### src/rtl/ov_capture_downscale_pkg.sv
// Shared definitions for the OV camera capture path: FSM encodings, default geometry
// and RGB565 field positions (also used by the VGA output selector).
package ov_capture_downscale_pkg;

  typedef enum logic [1:0] {
    ST_SKIP    = 2'd0,
    ST_WAIT    = 2'd1,
    ST_CAPTURE = 2'd2,
    ST_DONE    = 2'd3
  } cap_state_t;

  localparam int DEF_SRC_W       = 640;
  localparam int DEF_SRC_H       = 480;
  localparam int DEF_DEC         = 4;
  localparam int DEF_OUT_W       = 160;
  localparam int DEF_OUT_H       = 120;
  localparam int DEF_SKIP_FRAMES = 10;
  localparam int DEF_ADDR_W      = 15;

  localparam int RGB_W     = 16;
  localparam int RGB_R_MSB = 15;
  localparam int RGB_R_LSB = 11;
  localparam int RGB_G_MSB = 10;
  localparam int RGB_G_LSB = 5;
  localparam int RGB_B_MSB = 4;
  localparam int RGB_B_LSB = 0;

  // The sensor sends {R5,G3hi} then {G3lo,B5}; place the fields explicitly.
  function automatic logic [RGB_W-1:0] rgb565_pack(input logic [7:0] hi, input logic [7:0] lo);
    logic [RGB_W-1:0] p;
    p = '0;
    p[RGB_R_MSB:RGB_R_LSB] = hi[7:3];
    p[RGB_G_MSB:RGB_G_LSB] = {hi[2:0], lo[7:5]};
    p[RGB_B_MSB:RGB_B_LSB] = lo[4:0];
    return p;
  endfunction

endpackage

### src/rtl/ov_capture_downscale_edge.sv
// Registers one sensor sync line and produces single-cycle rise/fall pulses
// from the registered copy.
module cam_edge_detect (
  input  logic clk,
  input  logic rst,
  input  logic din,
  output logic q,
  output logic rise,
  output logic fall
);

  logic q_d;

  always_ff @(posedge clk) begin
    if (rst) begin
      q   <= 1'b0;
      q_d <= 1'b0;
    end else begin
      q   <= din;
      q_d <= q;
    end
  end

  assign rise = q & ~q_d;
  assign fall = ~q & q_d;

endmodule

### src/rtl/ov_capture_downscale.sv
// OV camera DVP capture with DEC x DEC decimation into a row-major RGB565 frame buffer.
// One instance per camera, entirely in the PCLK domain.
module ov_capture_downscale
  import ov_capture_downscale_pkg::*;
#(
  parameter int SRC_W       = DEF_SRC_W,
  parameter int SRC_H       = DEF_SRC_H,
  parameter int DEC         = DEF_DEC,
  parameter int OUT_W       = DEF_OUT_W,
  parameter int OUT_H       = DEF_OUT_H,
  parameter int SKIP_FRAMES = DEF_SKIP_FRAMES,
  parameter int ADDR_W      = DEF_ADDR_W
) (
  input  logic              clk,
  input  logic              rst,
  input  logic              cam_vsync,
  input  logic              cam_href,
  input  logic [7:0]        cam_data,
  output logic              wr_en,
  output logic [ADDR_W-1:0] wr_addr,
  output logic [RGB_W-1:0]  wr_data,
  output logic              frame_done,
  output logic              busy
);

  localparam int NPIX   = OUT_W * OUT_H;
  localparam int COL_W  = $clog2(SRC_W + 1);
  localparam int ROW_W  = $clog2(SRC_H + 1);
  localparam int CNT_W  = $clog2(NPIX + 1);
  localparam int SKIP_W = $clog2(SKIP_FRAMES + 2);

  // Counters stop one past the active area so oversize lines/frames can never alias.
  function automatic logic [COL_W-1:0] col_sat_inc(input logic [COL_W-1:0] v);
    return (v >= COL_W'(SRC_W)) ? v : v + 1'b1;
  endfunction

  function automatic logic [ROW_W-1:0] row_sat_inc(input logic [ROW_W-1:0] v);
    return (v >= ROW_W'(SRC_H)) ? v : v + 1'b1;
  endfunction

  cap_state_t         state, state_nxt;
  logic               vsync_p0, vsync_rise, vsync_fall;
  logic               href_p0, href_rise, href_fall;
  logic [7:0]         data_p0;
  logic [7:0]         hi_byte_p1;
  logic               phase;
  logic [COL_W-1:0]   col;
  logic [ROW_W-1:0]   row;
  logic [CNT_W-1:0]   wr_cnt;
  logic [SKIP_W-1:0]  skip_cnt;
  logic               cap_start;
  logic               byte_vld_p0;
  logic               pix_keep;

  // ---- stage p0: registered sensor inputs and edge pulses ----
  cam_edge_detect u_vsync_edge (
    .clk  (clk),
    .rst  (rst),
    .din  (cam_vsync),
    .q    (vsync_p0),
    .rise (vsync_rise),
    .fall (vsync_fall)
  );

  cam_edge_detect u_href_edge (
    .clk  (clk),
    .rst  (rst),
    .din  (cam_href),
    .q    (href_p0),
    .rise (href_rise),
    .fall (href_fall)
  );

  always_ff @(posedge clk) begin
    data_p0 <= cam_data;
  end

  assign cap_start   = (state == ST_WAIT) && vsync_fall;
  assign byte_vld_p0 = (state == ST_CAPTURE) && href_p0 && !vsync_p0;
  assign pix_keep    = ((col & COL_W'(DEC - 1)) == '0) && ((row & ROW_W'(DEC - 1)) == '0) &&
                       (col < COL_W'(SRC_W)) && (row < ROW_W'(SRC_H)) &&
                       (wr_cnt < CNT_W'(NPIX));

  always_ff @(posedge clk) begin
    if (rst) state <= ST_SKIP;
    else     state <= state_nxt;
  end

  always_comb begin
    state_nxt  = state;
    frame_done = 1'b0;
    busy       = 1'b0;
    unique case (state)
      ST_SKIP: begin
        if (skip_cnt == '0) state_nxt = ST_WAIT;
      end
      ST_WAIT: begin
        if (vsync_fall) state_nxt = ST_CAPTURE;
      end
      ST_CAPTURE: begin
        busy = 1'b1;
        if (vsync_rise) state_nxt = (wr_cnt == CNT_W'(NPIX)) ? ST_DONE : ST_WAIT;
      end
      ST_DONE: begin
        frame_done = 1'b1;
        state_nxt  = ST_WAIT;
      end
      default: state_nxt = ST_SKIP;
    endcase
  end

  // ---- stage p1: byte pairing, decimation and frame-buffer write ----
  always_ff @(posedge clk) begin
    if (byte_vld_p0 && !phase) hi_byte_p1 <= data_p0;
  end

  always_ff @(posedge clk) begin
    if (rst) begin
      skip_cnt <= SKIP_W'(SKIP_FRAMES);
      phase    <= 1'b0;
      col      <= '0;
      row      <= '0;
      wr_cnt   <= '0;
      wr_en    <= 1'b0;
      wr_addr  <= '0;
      wr_data  <= '0;
    end else begin
      wr_en <= 1'b0;
      if ((state == ST_SKIP) && vsync_rise && (skip_cnt != '0)) skip_cnt <= skip_cnt - 1'b1;
      if (cap_start) begin
        phase  <= 1'b0;
        col    <= '0;
        row    <= '0;
        wr_cnt <= '0;
      end else if (state == ST_CAPTURE) begin
        if (href_fall) begin
          // A dangling high byte from an odd-length line is simply dropped here.
          row   <= row_sat_inc(row);
          col   <= '0;
          phase <= 1'b0;
        end else if (byte_vld_p0) begin
          phase <= ~phase;
          if (phase) begin
            col <= col_sat_inc(col);
            if (pix_keep) begin
              wr_en   <= 1'b1;
              wr_addr <= ADDR_W'(wr_cnt);
              wr_data <= rgb565_pack(hi_byte_p1, data_p0);
              wr_cnt  <= wr_cnt + 1'b1;
            end
          end
        end
      end
    end
  end

  logic unused_ok;
  assign unused_ok = href_rise;

endmodule
### config.mk
export PLATFORM = sky130hd
export DESIGN_NAME = ov_capture_downscale
export DESIGN_NICKNAME = d
export VERILOG_FILES = /design/src/rtl/ov_capture_downscale_pkg.sv /design/src/rtl/ov_capture_downscale_edge.sv /design/src/rtl/ov_capture_downscale.sv
export SDC_FILE = /design/constraint.sdc
export NUM_CORES = 1
export LEC_CHECK = 0
export CAP_MARGIN = 25
export CORE_UTILIZATION = 48
export CTS_CLUSTER_SIZE = 14
export DETAILED_ROUTE_END_ITERATION = 6
export HOLD_SLACK_MARGIN = 0.05
export PLACE_DENSITY = 0.7
export SYNTH_ARGS = -nofsm -noshare
export SYNTH_HDL_FRONTEND = slang
export SYNTH_SLANG_ARGS = --single-unit
### constraint.sdc
create_clock -name clk -period 7.1 [get_ports clk]
set_clock_uncertainty 0.2 [all_clocks]
set_input_delay 1.42 -clock clk [delete_from_list [all_inputs] [get_ports clk]]
set_output_delay 1.42 -clock clk [all_outputs]
set_load 0.02 [all_outputs]
==> run summary, run 1 <==
Setup-failing EPs final = 0
Cell area power density = 215 nW/um2
Ranking of synthesized cells by area = dfxtp_1, mux2i_1, nor2_1
Combinational power share = 0.033
Synth unique cells = 43
Core Box Area = 7410 um2
Area growth, synth to finish = 19.8%
Layout net count = 447
MaxCap Viol Count = 0
Clock Path Buffers = 2
Slew Limit Headroom = 0.347
Total Routing Usage GR = 0.184
Die Wd = 90.7 um
Worst EP arrival = 1.89 ns
Clk root buf = clkbuf_8
Die Y = 90.7 um
Async SR Flop Fraction = 0
P_leak = 1.53 nW
DR WL/cell = 13.1 um
Net Count, Synth = 404
DRT Pass-1 Iters = 4
Hold Crit Class = reg2reg
Predominant post-synthesis flop cell = dfxtp_1
Post-Route Utilization = 0.610
Maximum vdd drop = 0.106 mV
Post-synth top area share = 0.451
Row cnt = 31
HPWL after DPL = 4.65 mm
Sequential area share after synthesis = 0.515
Clock Latency Late Sink = 0.35 ns
Internal power = 0.782 mW
Vias in the first global route = 2,691
Sequential cell fraction of total power = 0.554
Register-to-register setup slack = 3.86 ns
First DRT Iteration DRCs = 103
Antenna Nets Post-Route = 0
Final Wtd Congestion = 0.741
# diodes = 0
Setup bufs post-CTS = 0
Clock Sinks = 93
Yosys warning total = 0
Cts hold-fix bufs = 0
Total chip power = 0.972 mW
Post-Syn Instances = 380
Post-Route Setup TNS = 0 ns
Critical Path RT = 5.48 ns
First-pass GRT wire length = 12.3 mm
EDFF count, synth = 8
Overflow after GRT = 0
Status = complete, no violations
DRC = 0
Share of layout cells above drive strength 1 = 0.0607
Clock transition at path regs = 0.09 ns
Antenna violations before repair = 0
Switch share = 0.196
Ports = 46
Avg Cell Area, Syn = 9.93 um2
RSZ-0062 raised after global routing = no
Num CTS Buffers = 9
Die Area = 8220 um2
Final Hold Violating Endpoints = 0
Starting Density = 0.509
CP endpoint kind = primary output
Number of port buffers = 45
Tightest hold margin = 0.228 ns
Fillers = 630
Fmax = 285 MHz
Htree depth = 3
Cell taking the most area after synthesis = dfxtp_1
Final Cycle Share = 0.495
Worst slew pin tran = 0.980 ns
Startpoint types = flip-flop
Critical path peak fanout = 10
Clock Power Share = 0.413
Register area = 1940 um2
Max Transition Viols Final = 0
Cts repair resizes = 0
Vias per cell = 5.20
CTS tree = yes
Largest net degree at the start of global routing = 44
Mapped Area = 3770 um2
Multi-input logic area = 1690 um2
Routed vias = 2,740
Sw power = 0.191 mW
Post-route minimum period = 3.51 ns
Critical path type = reg2out
Number of synthesized register bits = 93
Final wirelength = 6.92 mm
==> worst paths after layout <==
check                                start             to  depth (start not counted)
worst max-delay path              state[0]           busy                          3
worst min register to register  data_p0[1]  hi_byte_p1[1]                          0
worst max register to register    state[0]    wr_data[12]                          8
worst min-delay path            data_p0[1]  hi_byte_p1[1]                          0
==> worst max-delay path, cell delays in order, from the launching register on <==
cell	delay, ns
dfxtp_1	0.35
inv_1	0.10
ha_1	0.42
clkdlybuf4s50_1	0.69
==> state kept, by name (all words and copies together) (netlist names) <==
name              count
row                   9
hi_byte_p1            8
wr_data              16
wr_cnt               15
data_p0               8
state                 2
u_vsync_edge.q_d      1
u_href_edge.q         1
wr_addr              15
u_href_edge.q_d       1
col                  10
phase                 1
wr_en                 1
skip_cnt              4
u_vsync_edge.q        1
==> metal layers <==
metal  share of wire  wire (um)  GRT usage  vias to the layer above
li1                -          -          -                     1384
met1            0.47       3270      0.221                     1308
met2            0.49       3370      0.313                       36
met3           0.027        188     0.0497                       12
met4           0.013         93     0.0699                        0
met5               0          0          0                        -
==> cell families (layout without fill, tap and decap cells) <==
logic type	after synthesis	count (layout)	share of synthesized area
AOI/OAI and AO/OA	31	31	0.0557
xor gates and xnor gates	25	25	0.0580
adders and majority gates	12	12	0.0398
buffers and inverters	33	81	0.0395
DFF	93	93	0.515
muxes	33	33	0.0879
and+or+nand+nor	153	153	0.205
==> stage by stage <==
step / cell area (um2) / instances / worst slack, ns
floorplan: 3770 / 380 / 4.48
global placement: 4290 / 511 / 3.34
detailed placement: 4290 / 511 / 3.30
CTS: 4520 / 527 / 3.57
global route: 4520 / 527 / 3.47
finish: 4520 / 527 / 3.59
==> final cells by class <==
cell class / count / share of cell area
inverter: 17 / 0.0141
tap: 99 / 0.0274
sequential: 93 / 0.429
clock inverter: 5 / 0.0219
multi-input combinational: 254 / 0.374
timing repair buffer: 48 / 0.105
clock buffer: 11 / 0.0291
==> placed cells by master, fill, tap and decap left out, drive strengths merged, types with 3 or more instances in the layout <==
cell and n:
dfxtp 85, nor2 71, clkdlybuf4s50 45, mux2i 32, xnor2 22, inv 17, nand3 13, nand2 12
ha 12, nor3 12, clkbuf 11, nand4 10, a21oi 10, nor2b 9, edfxtp 8, nor4 8
o21ai 5, nand2b 3, and3 3, and4 3, xor2 3, bufinv 3, buf 3
==> synth_stat cells (2+ instances only) <==
| cell | count |
|---|---|
| a31o_1 | 2 |
| and3b_1 | 2 |
| buf_6 | 3 |
| mux2i_1 | 32 |
| nand3b_1 | 2 |
| nor3_1 | 10 |
| xnor2_1 | 22 |
| and3_1 | 3 |
| nor4_1 | 4 |
| clkbuf_1 | 11 |
| a31oi_1 | 2 |
| xor2_1 | 3 |
| ha_1 | 12 |
| dfxtp_1 | 85 |
| nand4_1 | 10 |
| a211o_1 | 2 |
| nand2b_1 | 3 |
| a21oi_1 | 10 |
| o21ai_0 | 5 |
| nor2_1 | 71 |
| nor4_2 | 4 |
| nor2b_1 | 9 |
| o31ai_1 | 2 |
| or3_1 | 2 |
| and4_1 | 3 |
| nand3_1 | 13 |
| nor3_2 | 2 |
| buf_2 | 2 |
| nand2_1 | 12 |
| inv_1 | 17 |
| edfxtp_1 | 8 |
==> power by group through the flow <==
stage / registers (mW) / logic [mW] / clock network (mW)
after floorplan: 0.550 / 0.0215 / 0
after global placement: 0.551 / 0.0319 / 0
after global routing: 0.540 / 0.0367 / 0.436
after detailed placement: 0.551 / 0.0327 / 0
final: 0.538 / 0.0326 / 0.401
after CTS: 0.539 / 0.0330 / 0.414
Power figures use the tool's default switching activity.
==> inputs of run 2 (changes only) <==
PLACE_DENSITY = 0.73   (was 0.7)
clock period = 2.9 ns   (was 7.1 ns; I/O delays follow)
==> run 2 against run 1 <==
Worst hold slack gained 0.0091 ns; final cell count up 1.5%; critical path depth rose by 1; sequential share of layout area down 0.57 points; global-route usage shrank 0.085 points; register-to-register slack worse by 3.4 ns; total power rose by 140%; die area unchanged; core utilization increased by 0.83 points.
==> run summary, run 2 (synthesis gave the netlist of run 1 again) <==
Num CTS Buffers = 9
DR WL/cell = 13.2 um
Fmax = 389 MHz
Starting Density = 0.509
Routed vias = 2,741
Core Box Area = 7410 um2
Antenna Nets Post-Route = 0
Global route hottest layer = met2
Met2 GRT Util = 0.300
Htree depth = 3
Clk root buf = clkbuf_8
Maximum vdd drop = 0.301 mV
CP endpoint kind = primary output
Setup WS post-layout = 0.331 ns
CTS tree = yes
Vias per cell = 5.12
Clock Power Share = 0.401
Capture point of the worst path = busy
Critical path peak fanout = 9
Cts repair resizes = 0
Row cnt = 31
Setup-failing EPs final = 0
Commonest non-fill, non-tap cell in the layout = dfxtp_1
First-pass GRT wire length = 12.0 mm
Die Y = 90.7 um
DRC = 0
Number of port buffers = 45
Worst Setup Slack post-DPL = 0.477 ns
Area growth, synth to finish = 21.5%
GR Util met3 = 0.0513
Post-Route Setup TNS = 0 ns
Largest net degree at the start of global routing = 32
CP startpoint = state[0]
Ports = 46
# diodes = 0
Startpoint types = flip-flop
HPWL after DPL = 4.98 mm
Max Transition Viols Final = 0
Post-route minimum period = 2.57 ns
Clock Latency Late Sink = 0.36 ns
Antenna violations before repair = 0
Cell area power density = 511 nW/um2
Slew Limit Headroom = 0.570
Final Wtd Congestion = 0.797
Total Routing Usage GR = 0.183
Biggest register = wr_data
Die Wd = 90.7 um
Combinational power share = 0.036
Commonest non-fill, non-tap cells in the layout = dfxtp_1, nor2_1, clkdlybuf4s50_1, mux2i_1, xnor2_1
Worst r2r path cells = 7
Worst EP arrival = 1.79 ns
Hold Crit Class = reg2reg
R2R Path End = wr_cnt[7]
MaxCap Viol Count = 0
Reg-to-Reg Start = state[0]
Internal power = 1.84 mW
DRT Pass-1 Iters = 4
Final Hold Violating Endpoints = 0
Share of layout cells above drive strength 1 = 0.0826
Register-to-register setup slack = 0.44 ns
Sw power = 0.505 mW
Layout net count = 455
Final wirelength = 7.04 mm
First DRT Iteration DRCs = 151
Critical Path RT = 2.12 ns
Clock transition at path regs = 0.09 ns
Setup bufs post-CTS = 0
Switch share = 0.216
Clock Path Buffers = 2
Cts hold-fix bufs = 0
Critical path type = reg2out
Die Area = 8220 um2
P_leak = 1.56 nW
Sequential cell fraction of total power = 0.563
RSZ-0062 raised after global routing = no
Overflow after GRT = 0
Worst slew pin tran = 0.634 ns
Status = complete, no violations
Final Cycle Share = 0.886
Largest regs = wr_data (16), wr_addr (15), wr_cnt (15)
Met1 Track Usage GR = 0.227
Vias in the first global route = 2,582
Post-Route Utilization = 0.619
Clock Sinks = 93
Max FFs per register = 16
-- run 2: per-layer routing --
| layer | part of all wire | wire length, um | up-vias |
|---|---|---|---|
| met1 | 0.47 | 3300 | 1288 |
| met3 | 0.033 | 230 | 9 |
| met5 | 0 | 0 | - |
| li1 | - | - | 1405 |
| met2 | 0.48 | 3410 | 39 |
| met4 | 0.015 | 105 | 0 |
-- run 2: cell type report --
cell class                      count  area, um2
Clock inverter                      7       95.1
Tap cell                           99        124
Clock buffer                        9        124
Multi-Input combinational cell    254       1690
Timing Repair Buffer               56        546
Sequential cell                    93       1940
Fill cell                         634       2830
Inverter                           17       63.8
-- run 2: worst min-delay path by stage --
stage                    start             to  slack [ns]  cells after the start
detailed placement  data_p0[4]  hi_byte_p1[4]        0.22                      0
CTS                 data_p0[4]  hi_byte_p1[4]        0.24                      0
global route        data_p0[6]  hi_byte_p1[6]        0.25                      0
floorplan           data_p0[0]  hi_byte_p1[0]        0.21                      0
global placement    data_p0[1]  hi_byte_p1[1]        0.21                      0
finish              data_p0[4]  hi_byte_p1[4]        0.24                      0
-- run 2: critical path, cell delays in order (launching register included) --
cell	delay (ns)
dfxtp_1	0.41
inv_1	0.10
ha_1	0.22
buf_4	0.17
clkdlybuf4s50_1	0.54
-- run 2: power by group through the flow --
stage	Clock [mW]	Combinational (mW)	Sequential (mW)
after floorplan	0	0.0528	1.35
after global placement	0	0.0831	1.35
after detailed placement	0	0.0846	1.35
after CTS	0.966	0.0851	1.32
after global routing	1.02	0.0954	1.32
final	0.939	0.0840	1.32
-- run 2: through the flow --
step / total power, mW / area (um2) / hold WS [ns] / instances
after CTS: 2.37 / 4580 / 0.239 / 535
after detailed placement: 1.43 / 4360 / 0.216 / 519
after global routing: 2.44 / 4580 / 0.254 / 535
after global placement: 1.43 / 4360 / 0.211 / 519
final: 2.34 / 4580 / 0.237 / 535
after floorplan: 1.40 / 3770 / 0.208 / 380
